<file path="src/rtl/audio_pkg.sv">
// Shared audio-path definitions: play-state encoding and sample/bit-counter widths.
package audio_pkg;

  localparam int SAMPLE_W = 16;
  localparam int BITCNT_W = 4;

  typedef enum logic [2:0] {
    S_IDLE    = 3'd0,
    S_WAIT_L  = 3'd1,
    S_WRITE_L = 3'd2,
    S_WAIT_R  = 3'd3,
    S_WRITE_R = 3'd4
  } play_state_e;

endpackage

</file>
<file path="src/rtl/dac_controller_if.sv">
// Sample stream handshake into the DAC controller (valid/ready, one word per accept).
interface dac_controller_if;
  import audio_pkg::*;

  logic [SAMPLE_W-1:0] i_DATA;
  logic                i_valid;
  logic                o_ready;

  modport master (output i_DATA, output i_valid, input o_ready);
  modport slave  (input i_DATA, input i_valid, output o_ready);

endinterface

</file>
<file path="src/rtl/lrck_edge_detect.sv">
// One-cycle rise/fall strobes of an LR clock sampled on the bit clock; shared by DAC and ADC paths.
module lrck_edge_detect (
  input  logic i_BCLK,
  input  logic i_rst_n,
  input  logic i_lrck,
  output logic o_rise,
  output logic o_fall
);

  logic pre_lrck;

  always_ff @(posedge i_BCLK or negedge i_rst_n) begin
    if (!i_rst_n) pre_lrck <= 1'b0;
    else          pre_lrck <= i_lrck;
  end

  assign o_rise = ~pre_lrck &  i_lrck;
  assign o_fall =  pre_lrck & ~i_lrck;

endmodule

</file>
<file path="src/rtl/dac_controller.sv">
// Mono DAC serializer: buffers one sample and sends it MSB-first on both LRCK halves.
//   state     | meaning
//   S_IDLE    | playback off, output held low
//   S_WAIT_L  | waiting for LRCK fall to start the left word
//   S_WRITE_L | shifting the left word
//   S_WAIT_R  | waiting for LRCK rise to start the right word
//   S_WRITE_R | shifting the right word (same sample as left)
module dac_controller
  import audio_pkg::*;
(
  input  logic            i_BCLK,
  input  logic            i_rst_n,
  input  logic            i_play,
  input  logic            i_DACLRCK,
  dac_controller_if.slave smp,
  output logic            o_DACDAT,
  output logic            o_done,
  output logic            o_underrun,
  output logic [2:0]      o_PLAY_STATE
);

  localparam logic [BITCNT_W-1:0] BIT_LAST = BITCNT_W'(SAMPLE_W - 1);
  localparam logic [BITCNT_W-1:0] BIT_ONE  = BITCNT_W'(1);

  play_state_e         state, state_nxt;
  logic [SAMPLE_W-1:0] shift_q, shift_nxt;
  logic [SAMPLE_W-1:0] cur_q, cur_nxt;
  logic [SAMPLE_W-1:0] buf_q, buf_nxt;
  logic                buf_valid_q, buf_valid_nxt;
  logic [BITCNT_W-1:0] cnt_q, cnt_nxt;
  logic                done_nxt, underrun_nxt;
  logic                lrck_rise, lrck_fall;
  logic                accept;

  lrck_edge_detect u_lrck_edge (
    .i_BCLK  (i_BCLK),
    .i_rst_n (i_rst_n),
    .i_lrck  (i_DACLRCK),
    .o_rise  (lrck_rise),
    .o_fall  (lrck_fall)
  );

  // Reset gates ready directly so the port reads low while reset is held.
  assign smp.o_ready = i_rst_n & i_play & ~buf_valid_q;
  assign accept      = smp.i_valid & smp.o_ready;

  always_ff @(posedge i_BCLK or negedge i_rst_n) begin
    if (!i_rst_n) begin
      state       <= S_IDLE;
      shift_q     <= '0;
      cur_q       <= '0;
      buf_q       <= '0;
      buf_valid_q <= 1'b0;
      cnt_q       <= '0;
      o_done      <= 1'b0;
      o_underrun  <= 1'b0;
    end else begin
      state       <= state_nxt;
      shift_q     <= shift_nxt;
      cur_q       <= cur_nxt;
      buf_q       <= buf_nxt;
      buf_valid_q <= buf_valid_nxt;
      cnt_q       <= cnt_nxt;
      o_done      <= done_nxt;
      o_underrun  <= underrun_nxt;
    end
  end

  always_comb begin
    state_nxt     = state;
    shift_nxt     = shift_q;
    cur_nxt       = cur_q;
    buf_nxt       = buf_q;
    buf_valid_nxt = buf_valid_q;
    cnt_nxt       = cnt_q;
    done_nxt      = 1'b0;
    underrun_nxt  = 1'b0;

    // An accept can coincide with an underrun load; the new word then waits for the next frame.
    if (accept) begin
      buf_nxt       = smp.i_DATA;
      buf_valid_nxt = 1'b1;
    end

    if (!i_play) begin
      state_nxt     = S_IDLE;
      buf_valid_nxt = 1'b0;
    end else begin
      case (state)
        S_IDLE: state_nxt = S_WAIT_L;
        S_WAIT_L: begin
          if (lrck_fall) begin
            state_nxt = S_WRITE_L;
            cnt_nxt   = '0;
            if (buf_valid_q) begin
              shift_nxt     = buf_q;
              cur_nxt       = buf_q;
              buf_valid_nxt = 1'b0;
            end else begin
              shift_nxt    = '0;
              cur_nxt      = '0;
              underrun_nxt = 1'b1;
            end
          end
        end
        S_WRITE_L: begin
          shift_nxt = {shift_q[SAMPLE_W-2:0], 1'b0};
          cnt_nxt   = cnt_q + BIT_ONE;
          if (cnt_q == BIT_LAST) state_nxt = S_WAIT_R;
        end
        S_WAIT_R: begin
          if (lrck_rise) begin
            state_nxt = S_WRITE_R;
            shift_nxt = cur_q;
            cnt_nxt   = '0;
          end
        end
        S_WRITE_R: begin
          shift_nxt = {shift_q[SAMPLE_W-2:0], 1'b0};
          cnt_nxt   = cnt_q + BIT_ONE;
          if (cnt_q == BIT_LAST) begin
            state_nxt = S_WAIT_L;
            done_nxt  = 1'b1;
          end
        end
        default: state_nxt = S_IDLE;
      endcase
    end
  end

  assign o_DACDAT     = ((state == S_WRITE_L) || (state == S_WRITE_R)) ? shift_q[SAMPLE_W-1] : 1'b0;
  assign o_PLAY_STATE = state;

endmodule

</file>
<file path="src/flat_wrapper.sv">
// flat-port wrapper written by rule: the top's interface ports become plain ports
module dac_controller_flat import audio_pkg::*;
  (i_BCLK, i_rst_n, i_play, i_DACLRCK, o_DACDAT, o_done, o_underrun, o_PLAY_STATE, smp_i_DATA, smp_i_valid, smp_o_ready);
  dac_controller_if smp_i ();
  input  logic i_BCLK;
  input  logic i_rst_n;
  input  logic i_play;
  input  logic i_DACLRCK;
  output logic o_DACDAT;
  output logic o_done;
  output logic o_underrun;
  output logic [2:0] o_PLAY_STATE;
  input wire logic [$bits(smp_i.i_DATA)-1:0] smp_i_DATA;
  input wire logic [$bits(smp_i.i_valid)-1:0] smp_i_valid;
  output wire logic [$bits(smp_i.o_ready)-1:0] smp_o_ready;
  assign smp_i.i_DATA = smp_i_DATA;
  assign smp_i.i_valid = smp_i_valid;
  assign smp_o_ready = smp_i.o_ready;
  dac_controller u_core (.i_BCLK(i_BCLK), .i_rst_n(i_rst_n), .i_play(i_play), .i_DACLRCK(i_DACLRCK), .smp(smp_i), .o_DACDAT(o_DACDAT), .o_done(o_done), .o_underrun(o_underrun), .o_PLAY_STATE(o_PLAY_STATE));
endmodule
</file>
<file path="config.mk">
export PLATFORM = sky130hd
export DESIGN_NAME = dac_controller_flat
export DESIGN_NICKNAME = d
export VERILOG_FILES = /design/src/rtl/audio_pkg.sv /design/src/rtl/dac_controller_if.sv /design/src/rtl/lrck_edge_detect.sv /design/src/rtl/dac_controller.sv /design/src/flat_wrapper.sv
export SDC_FILE = /design/constraint.sdc
export NUM_CORES = 1
export LEC_CHECK = 0
export ABC_AREA = 1
export BUFFER_PORTS_ARGS = -buffer_cell sky130_fd_sc_hd__buf_2
export CELL_PAD_IN_SITES_DETAIL_PLACEMENT = 1
export CELL_PAD_IN_SITES_GLOBAL_PLACEMENT = 1
export CORE_ASPECT_RATIO = 0.6
export CORE_MARGIN = 10
export CORE_UTILIZATION = 48
export DETAILED_ROUTE_END_ITERATION = 16
export PLACE_DENSITY = 0.9
export REMOVE_ABC_BUFFERS = 1
export SYNTH_ARGS = -nofsm -noshare
export SYNTH_HDL_FRONTEND = slang
export SYNTH_SLANG_ARGS = --single-unit
export TNS_END_PERCENT = 1
</file>
<file path="constraint.sdc">
create_clock -name i_BCLK -period 2 [get_ports i_BCLK]
set_input_delay 0.3 -clock i_BCLK [delete_from_list [all_inputs] [get_ports i_BCLK]]
set_output_delay 0.3 -clock i_BCLK [all_outputs]
set_load 0.02 [all_outputs]
</file>
==> impl_summary.txt, run 1 <==
----------------------------------------------------
[Status]
  Outcome ... complete, no violations

[CTS]
  Clk buf depth ... 2
  Clock latency on the worst-skew pair ... 0.34 ns
  Root buffer selected by CTS ... sky130_fd_sc_hd__clkbuf_8
  Clock-pin slew of the registers on the worst-case setup and hold paths ... 0.07 ns
  Level count of the clock H-tree ... 3
  TritonCTS Buffers ... 9
  Clock tree from TritonCTS ... yes
  Num Clock Sinks ... 59
  CTS Hold Buffers Added ... 0

[Logic synthesis]
  Yosys warning count ... 0
  Area share of the leading cell type in the synthesized netlist ... about half
  Post-synthesis average cell area ... 8.602 um^2
  Post-synthesis cell type count ... 21
  Instance count of the mapped netlist ... 335
  Count of state elements after synthesis ... 59
  Post-Synthesis Cell Area ... 0.002882 mm^2
  Top cells by area in the synthesized netlist ... sky130_fd_sc_hd__dfrtp_1 51%, sky130_fd_sc_hd__nand2_1 16%, sky130_fd_sc_hd__mux2_2 6.3%, sky130_fd_sc_hd__nand3_1 4.0%, sky130_fd_sc_hd__nand3b_1 3.9%
  Seq/Total Area, Yosys ... between 50% and 60%
  Largest area contributor in the synthesized netlist ... sky130_fd_sc_hd__dfrtp_1

[Floorplan]
  Core Rows ... 21
  Die area ... 0.009604 mm^2
  Die span in y ... 80.02 um
  Total I/O pin count ... 28
  Core area ... approximately 0.0057 mm^2
  Starting density of the core ... 50.54%
  Floorplan die width ... 120.0 um

[Setup path]
  CP required ... 1.70 ns
  Startpoint of the most critical setup path ... u_core.o_PLAY_STATE[1]$_DFFE_PN0P_
  Arrival time worst endpoint ... 1.64 ns
  Crit path launch type ... register
  Launch point of the worst reg-to-reg path ... u_core.o_PLAY_STATE[2]$_DFFE_PN0P_
  Critical path peak fanout ... 18
  Critical path class ... reg2out
  Element type at the critical path end ... output port

[Timing]
  RSZ-0062 raised after global routing ... true
  Remaining max-slew budget at the tightest pin ... between 40% and 50%
  Count of pins over their slew limit ... 0
  Crit path setup slack, layout ... 0.05840 ns
  Final Hold Viols ... 0
  Achievable frequency ... 515.0 MHz
  Final period utilization ... 97.08%
  Total setup violations reported at the end of the flow ... 0
  Measured slew at the worst slew-check pin ... roughly 0.75 ns
  Clock period minus final worst setup slack ... approximately 1.9 ns
  Worst clock skew on the final layout ... between 0.006 and 0.007 ns

[Routing]
  Wire length after detailed routing ... between 7000 and 8000 um
  DR vias/cell ... 5.432
  Antenna-violating nets left ... 0
  Detailed Route Iter0 Violations ... around 150
  Total DRC errors in the routed layout ... 0
  WL/cell ... 16.79 um
  Detailed-routing iteration count for the pre-antenna-repair pass ... 4
  Via Count ... 2439

[Place]
  Setup WS pre-CTS ... about 0.037 ns
  Post-detail-place hpwl ... 4730 um
  Quantity of I/O buffers inserted on ports ... 27
  Placed cell count ... between 400 and 500
  RD Place Congestion ... 0.8044
  Standard cell area after detailed placement ... 0.003047 mm^2

[Power and ir drop]
  Worst VDD drop ... about 0.00051 V
  Cell area power density ... 1342 mW/mm^2
  Design Power ... between 0.004 and 0.005 W
  Static leakage ... about 1.6 nW

[Global routing]
  Initial antenna violation count ... 0
  GR Util All Layers ... roughly 17%
  Wire length of the first global-routing pass ... approximately 13000 um
  Maximum number of pins on one net before global-route repair ... 60
  Via count of the first global-routing pass ... ~2700
  Congestion Overflow GR ... 0

[Final layout]
  Area used by multi-input combinational logic ... approximately 0.0012 mm^2
  Fill cells ... 713
  Diode insertion count for antenna repair ... 0
  Fraction of final layout cells sized beyond drive strength 1 ... 22.22%
  Register area ... between 0.001 and 0.0015 mm^2
  Commonest cells after routing, fill and taps aside ... 119 x sky130_fd_sc_hd__nand2_1, 57 x sky130_fd_sc_hd__dfrtp_1, 28 x sky130_fd_sc_hd__nor2_1
  Filler-free cell count of the finished design ... 449
  Layout overhead on the synthesized area ... 13.42%
  Post-layout instance area ... 0.003268 mm^2
  Most common library cell in the layout ignoring fill and taps ... sky130_fd_sc_hd__nand2_1
  Final layout net count ... 388

[Flow run]
  Max cap viols ... 0

[Worst hold path]
  Hold crit path type ... in2reg
  Start point of the worst hold path ... i_DACLRCK

----------------------------------------------------
-- Yosys cell counts --
cell,n
sky130_fd_sc_hd__nand3b_1,15
sky130_fd_sc_hd__buf_2,8
sky130_fd_sc_hd__ha_1,1
sky130_fd_sc_hd__nand3_1,23
sky130_fd_sc_hd__nand2_2,4
sky130_fd_sc_hd__nor3_1,3
sky130_fd_sc_hd__nand3_2,2
sky130_fd_sc_hd__nor2_4,3
sky130_fd_sc_hd__o21ai_0,3
sky130_fd_sc_hd__nor2_2,5
sky130_fd_sc_hd__inv_1,14
sky130_fd_sc_hd__mux2_2,16
sky130_fd_sc_hd__inv_2,1
sky130_fd_sc_hd__buf_6,4
sky130_fd_sc_hd__dfrtp_1,59
sky130_fd_sc_hd__nand2_1,119
sky130_fd_sc_hd__nand4_1,2
sky130_fd_sc_hd__buf_4,4
sky130_fd_sc_hd__a21oi_1,20
sky130_fd_sc_hd__xor2_1,1
sky130_fd_sc_hd__nor2_1,28
-- cells by family after synthesis --
group | after synthesis | share of synthesized area, %
muxes | 16 | 6.253
buffers and inverters | 31 | 5.949
AOI/OAI and AO/OA | 23 | 3.995
xor gates and xnor gates | 1 | 0.3040
and+or+nand+nor | 204 | 31.83
DFF | 59 | 51.24
adders and majority gates | 1 | 0.4341
-- through the flow --
stage                     util (%)   TNS, ns  hold slack (ns)
after CTS                    57.12         0          0.08572
after global placement       53.43         0           0.4359
after floorplan                  -         0         0.004409
final                        57.32         0          0.09945
after detailed placement     53.43         0           0.4443
after global routing         57.32  -0.05281          0.08321
-- metal layers --
| metal | vias to the layer above | GRT usage (%) | part of all wire (%) |
|---|---|---|---|
| met4 | 0 | 4.796 | 1.2 |
| met2 | 53 | 27.84 | 50 |
| met5 | - | 0 | 0 |
| met3 | 12 | 6.709 | 5.3 |
| li1 | 1134 | - | - |
| met1 | 1240 | 19.75 | 44 |
-- sequential cells by signal (all words and copies together), names as in the netlist --
| signal | cells |
|---|---|
| u_core.shift_q | 16 |
| u_core.cur_q | 16 |
| u_core.cnt_q | 4 |
| u_core.o_underrun | 1 |
| u_core.o_PLAY_STATE | 3 |
| u_core.buf_valid_q | 1 |
| u_core.o_done | 1 |
| u_core.buf_q | 16 |
| u_core.u_lrck_edge.pre_lrck | 1 |
-- final timing paths --
check	end	slack, ns	cells after the start
worst max-delay path	o_DACDAT	0.06	7
worst min-delay path	u_core.u_lrck_edge.pre_lrck$_DFF_PN0_	0.1	1
worst max register to register	u_core.shift_q[13]$_DFFE_PN0P_	0.17	7
worst min register to register	u_core.shift_q[15]$_DFFE_PN0P_	0.48	2
max in group asynchronous	u_core.o_PLAY_STATE[1]$_DFFE_PN0P_	1.36	2
min in group asynchronous	u_core.o_PLAY_STATE[0]$_DFFE_PN0P_	0.13	2
-- final cells by class --
cell class                 instances  share of cell area (%)
clock buffer                      11                   4.326
multi-input combinational        245                   37.90
sequential                        59                   45.25
tap                               80                   3.063
clock inverter                     3                   1.225
inverter                          15                   1.723
timing repair buffer              36                   6.508
-- critical path, stage by stage (launching register included) --
cell	delay, ns
sky130_fd_sc_hd__dfrtp_2	0.46
sky130_fd_sc_hd__nor2_4	0.13
sky130_fd_sc_hd__nand2_2	0.08
sky130_fd_sc_hd__buf_8	0.18
sky130_fd_sc_hd__nand2_2	0.09
sky130_fd_sc_hd__inv_1	0.09
sky130_fd_sc_hd__nor2_1	0.11
sky130_fd_sc_hd__buf_4	0.15
-- what timing repair did --
item	CTS	global route
setup endpoints to repair	10	21
buffers inserted	3	0
resized for setup	3	3
pin swaps	0	0
gates cloned	0	0
-- power breakdown --
| part | internal [W] | total (W) | switching (W) |
|---|---|---|---|
| combinational | 0.000511 | 0.00149 | 0.000978 |
| sequential | 0.00158 | 0.00185 | 0.000271 |
| clock | 0.000591 | 0.00104 | 0.000452 |
| total | 0.00268 | 0.00439 | 0.00170 |
Power figures use the tool's default switching activity.
==> inputs of run 2 (changes only) <==
--- a/config.mk
+++ b/config.mk
@@ -11,11 +11,12 @@
 export CELL_PAD_IN_SITES_GLOBAL_PLACEMENT = 1
 export CORE_ASPECT_RATIO = 0.6
 export CORE_MARGIN = 10
-export CORE_UTILIZATION = 48
+export CORE_UTILIZATION = 47
 export DETAILED_ROUTE_END_ITERATION = 16
-export PLACE_DENSITY = 0.9
+export PLACE_DENSITY = 0.89
 export REMOVE_ABC_BUFFERS = 1
 export SYNTH_ARGS = -nofsm -noshare
 export SYNTH_HDL_FRONTEND = slang
+export SYNTH_HIERARCHICAL = 1
 export SYNTH_SLANG_ARGS = --single-unit
 export TNS_END_PERCENT = 1
==> impl_summary.txt, run 2 <==
----------------------------------------------------
[Final layout]
  Largest registers ranked by flip-flop count ... u_core/buf_q x16, u_core/cur_q x16, u_core/shift_q x16 (was u_core.buf_q x16, u_core.cur_q x16, u_core.shift_q x16)
  Commonest cells after routing, fill and taps aside ... 115 x sky130_fd_sc_hd__nand2_1, 58 x sky130_fd_sc_hd__dfrtp_1, 43 x sky130_fd_sc_hd__inv_1 (was 119 x sky130_fd_sc_hd__nand2_1, 57 x sky130_fd_sc_hd__dfrtp_1, 28 x sky130_fd_sc_hd__nor2_1)
  Layout overhead on the synthesized area ... 16.07% (was 13.42%)
  Fraction of final layout cells sized beyond drive strength 1 ... 20.56% (was 22.22%)
  Final layout net count ... 411 (was 388)
  Diode insertion count for antenna repair ... 0 (unchanged)
  Most common library cell in the layout ignoring fill and taps ... sky130_fd_sc_hd__nand2_1 (unchanged)
  Filler-free cell count of the finished design ... 478 (was 449)

[Floorplan]
  Floorplan die width ... 121.6 um (was 120.0 um)
  Total I/O pin count ... 28 (unchanged)
  Die area ... 0.009850 mm^2 (was 0.009604 mm^2)
  Core Rows ... 22 (was 21)
  Core area ... 0.006056 mm^2 (was 0.005702 mm^2)
  Die span in y ... 80.98 um (was 80.02 um)
  Starting density of the core ... 48.10% (was 50.54%)

[Routing]
  Wire length after detailed routing ... 8153 um (was 7537 um)
  Detailed-routing iteration count for the pre-antenna-repair pass ... 4 (unchanged)
  Total DRC errors in the routed layout ... 0 (unchanged)
  Via Count ... 2482 (was 2439)
  DR vias/cell ... 5.192 (was 5.432)
  Antenna-violating nets left ... 0 (unchanged)
  Detailed Route Iter0 Violations ... 167 (was 154)
  WL/cell ... 17.06 um (was 16.79 um)

[Timing]
  Final Hold Viols ... 0 (unchanged)
  Final period utilization ... 94.03% (was 97.08%)
  Total setup violations reported at the end of the flow ... 0 (unchanged)
  Achievable frequency ... 531.7 MHz (was 515.0 MHz)
  Count of pins over their slew limit ... 0 (unchanged)
  Measured slew at the worst slew-check pin ... 0.7577 ns (was 0.7500 ns)
  Worst clock skew on the final layout ... 0.006320 ns (was 0.006855 ns)
  Remaining max-slew budget at the tightest pin ... 49.49% (was 50.00%)
  Clock period minus final worst setup slack ... 1.881 ns (was 1.942 ns)

[Logic synthesis]
  Most numerous cell types in the synthesized netlist ... 115 x sky130_fd_sc_hd__nand2_1, 59 x sky130_fd_sc_hd__dfrtp_1, 44 x sky130_fd_sc_hd__inv_1, 28 x sky130_fd_sc_hd__o21ai_0, 25 x sky130_fd_sc_hd__nor2_1 (was 119 x sky130_fd_sc_hd__nand2_1, 59 x sky130_fd_sc_hd__dfrtp_1, 28 x sky130_fd_sc_hd__nor2_1, 23 x sky130_fd_sc_hd__nand3_1, 20 x sky130_fd_sc_hd__a21oi_1)
  Seq/Total Area, Yosys ... 50.69% (was 51.24%)
  Post-Synthesis Cell Area ... 0.002913 mm^2 (was 0.002882 mm^2)
  Top cells by area in the synthesized netlist ... sky130_fd_sc_hd__dfrtp_1 51%, sky130_fd_sc_hd__nand2_1 15%, sky130_fd_sc_hd__mux2_2 6.2%, sky130_fd_sc_hd__inv_1 5.7%, sky130_fd_sc_hd__o21ai_0 4.8% (was sky130_fd_sc_hd__dfrtp_1 51%, sky130_fd_sc_hd__nand2_1 16%, sky130_fd_sc_hd__mux2_2 6.3%, sky130_fd_sc_hd__nand3_1 4.0%, sky130_fd_sc_hd__nand3b_1 3.9%)
  Count of state elements after synthesis ... 59 (unchanged)
  Most used standard cell by instance count after synthesis ... sky130_fd_sc_hd__nand2_1 (unchanged)
  Post-synth EDFFs ... 0 (unchanged)
  Prevailing post-synth register cell ... sky130_fd_sc_hd__dfrtp_1 (unchanged)
  Post-synthesis average cell area ... 8.205 um^2 (was 8.602 um^2)
  Ys async rst share ... 100.0% (unchanged)
  Largest area contributor in the synthesized netlist ... sky130_fd_sc_hd__dfrtp_1 (unchanged)
  Post-synthesis cell type count ... 28 (was 21)
  Area share of the leading cell type in the synthesized netlist ... 50.69% (was 51.24%)
  Instance count of the mapped netlist ... 355 (was 335)
  Yosys warning count ... 6 (was 0)

[CTS]
  Clk buf depth ... 2 (unchanged)
  Level count of the clock H-tree ... 3 (unchanged)
  Num Clock Sinks ... 59 (unchanged)
  Clock latency on the worst-skew pair ... 0.33 ns (was 0.34 ns)
  Clock-pin slew of the registers on the worst-case setup and hold paths ... 0.07 ns (about the same)
  Root buffer selected by CTS ... sky130_fd_sc_hd__clkbuf_8 (unchanged)
  CTS Hold Buffers Added ... 0 (unchanged)
  Clock tree from TritonCTS ... yes (unchanged)
  TritonCTS Buffers ... 9 (unchanged)

[Setup path]
  Reg2Reg Setup Slack ... 0.13 ns (was 0.17 ns)
  Crit path launch type ... register (unchanged)
  Launch point of the worst reg-to-reg path ... u_core/o_PLAY_STATE[0]$_DFFE_PN0P_ (was u_core.o_PLAY_STATE[2]$_DFFE_PN0P_)
  CP endpoint ... o_DACDAT (unchanged)
  CP required ... 1.70 ns (about the same)
  Startpoint of the most critical setup path ... u_core/o_PLAY_STATE[0]$_DFFE_PN0P_ (was u_core.o_PLAY_STATE[1]$_DFFE_PN0P_)
  Critical path peak fanout ... 5 (was 18)
  Destination of the worst register-to-register timing path ... u_core/cnt_q[2]$_DFFE_PN0P_ (was u_core.shift_q[13]$_DFFE_PN0P_)
  Critical path class ... reg2out (unchanged)
  Arrival time worst endpoint ... 1.58 ns (was 1.64 ns)
  Element type at the critical path end ... output port (unchanged)
  Depth of the worst register-to-register path ... 8 (was 7)

[Place]
  Post-detail-place hpwl ... 5124 um (was 4730 um)
  Quantity of I/O buffers inserted on ports ... 27 (unchanged)
  Placed cell count ... 458 (was 432)
  RD Place Congestion ... 0.8373 (was 0.8044)

[Power and ir drop]
  Worst VDD drop ... 0.0004957 V (was 0.0005080 V)
  Design Power ... 0.004300 W (was 0.004386 W)
  Static leakage ... 1.824 nW (was 1.628 nW)
  Cell area power density ... 1272 mW/mm^2 (was 1342 mW/mm^2)

[Global routing]
  Maximum number of pins on one net before global-route repair ... 60 (unchanged)
  Wire length of the first global-routing pass ... 13400 um (was 12930 um)
  Congestion Overflow GR ... 0 (unchanged)
  Initial antenna violation count ... 0 (unchanged)
  GR Util All Layers ... 17.20% (was 16.75%)
  Via count of the first global-routing pass ... 2654 (was 2658)

[Status]
  Outcome ... complete, no violations (unchanged)

[Flow run]
  Max cap viols ... 0 (unchanged)

[Worst hold path]
  Depth of the worst hold-timing path ... 1 (unchanged)
  Hold crit path type ... in2reg (unchanged)

----------------------------------------------------
## run 2: cell types whose count changed in the layout (fill, tap and decap cells not counted), sizes merged
cell and delta:
nand3 -16, o21ai +33, clkinv -2, o211ai +1
o21bai +1, xnor2 +1, a21oi -2, clkbuf +4
nand3b -15, inv +29, buf +1, nand2 -5
nor2 -5
## run 2: timing repair
action | 4_1_cts | 5_1_grt
pin swaps | 1 | 2
buffers inserted | 2 | 2
endpoints found under the setup margin | 1 | 19
resized for setup | 1 | 4
## run 2: worst min-delay path by stage
stage,from,end
floorplan,i_rst_n,u_core/buf_q[0]$_DFFE_PN0N_
global placement,i_DACLRCK,u_core/u_lrck_edge/pre_lrck$_DFF_PN0_
detailed placement,i_DACLRCK,u_core/u_lrck_edge/pre_lrck$_DFF_PN0_
CTS,i_DACLRCK,u_core/u_lrck_edge/pre_lrck$_DFF_PN0_
global route,i_DACLRCK,u_core/u_lrck_edge/pre_lrck$_DFF_PN0_
finish,i_DACLRCK,u_core/u_lrck_edge/pre_lrck$_DFF_PN0_
## run 2: through the flow
step	area (um^2)	hold WS (ns)	utilization (%)	worst slack, ns	TNS (ns)
after floorplan	2826	0.004409	-	0.2238	0
after global placement	3124	0.4340	51.59	0.2940	0
after detailed placement	3124	0.4384	51.59	0.1547	0
after CTS	3354	0.07657	55.39	0.02014	0
after global routing	3381	0.09231	55.83	-0.02461	-0.04122
final	3381	0.09674	55.83	0.1193	0
## run 2: cell families after synthesis
logic type / Yosys count / share of synthesized area [%]
AND/OR/NAND/NOR: 163 / 23.67
AO/OA/AOI/OAI: 56 / 9.794
multiplexers: 16 / 6.185
XOR/XNOR: 2 / 0.6015
adder cells (fa/ha/maj): 1 / 0.4295
buffers and inverters: 58 / 8.634
flip-flops: 59 / 50.69
## run 2: critical path, stage by stage, from the launching register on
cell and delay, ns:
sky130_fd_sc_hd__dfrtp_1 0.45, sky130_fd_sc_hd__inv_1 0.20, sky130_fd_sc_hd__nand3_4 0.16, sky130_fd_sc_hd__nand2_8 0.10
sky130_fd_sc_hd__inv_1 0.08, sky130_fd_sc_hd__nor2_1 0.09, sky130_fd_sc_hd__buf_2 0.17
## run 2: area by class of cell
cell class                 instances  area [um^2]
clock inverter                     1        30.03
inverter                          44        165.2
fill                             749         2675
timing repair buffer              37        222.7
multi-input combinational        238         1204
tap                               84        105.1
sequential                        59         1478
clock buffer                      15        176.4
## run 2: routing by layer
| layer | vias to the layer above | GRT usage (%) | routed length [um] |
|---|---|---|---|
| li1 | 1176 | - | - |
| met1 | 1233 | 21.28 | 3643 |
| met2 | 61 | 28.36 | 3994 |
| met3 | 12 | 5.055 | 395 |
| met4 | 0 | 6.043 | 119 |
| met5 | - | 0 | 0 |
## run 2: where the power goes
part	total, W	leakage, nW	switching [W]	internal (W)
Clock	0.00115	0.104	0.000466	0.000680
Sequential	0.00183	0.763	0.000229	0.00160
Combinational	0.00133	0.957	0.000867	0.000461
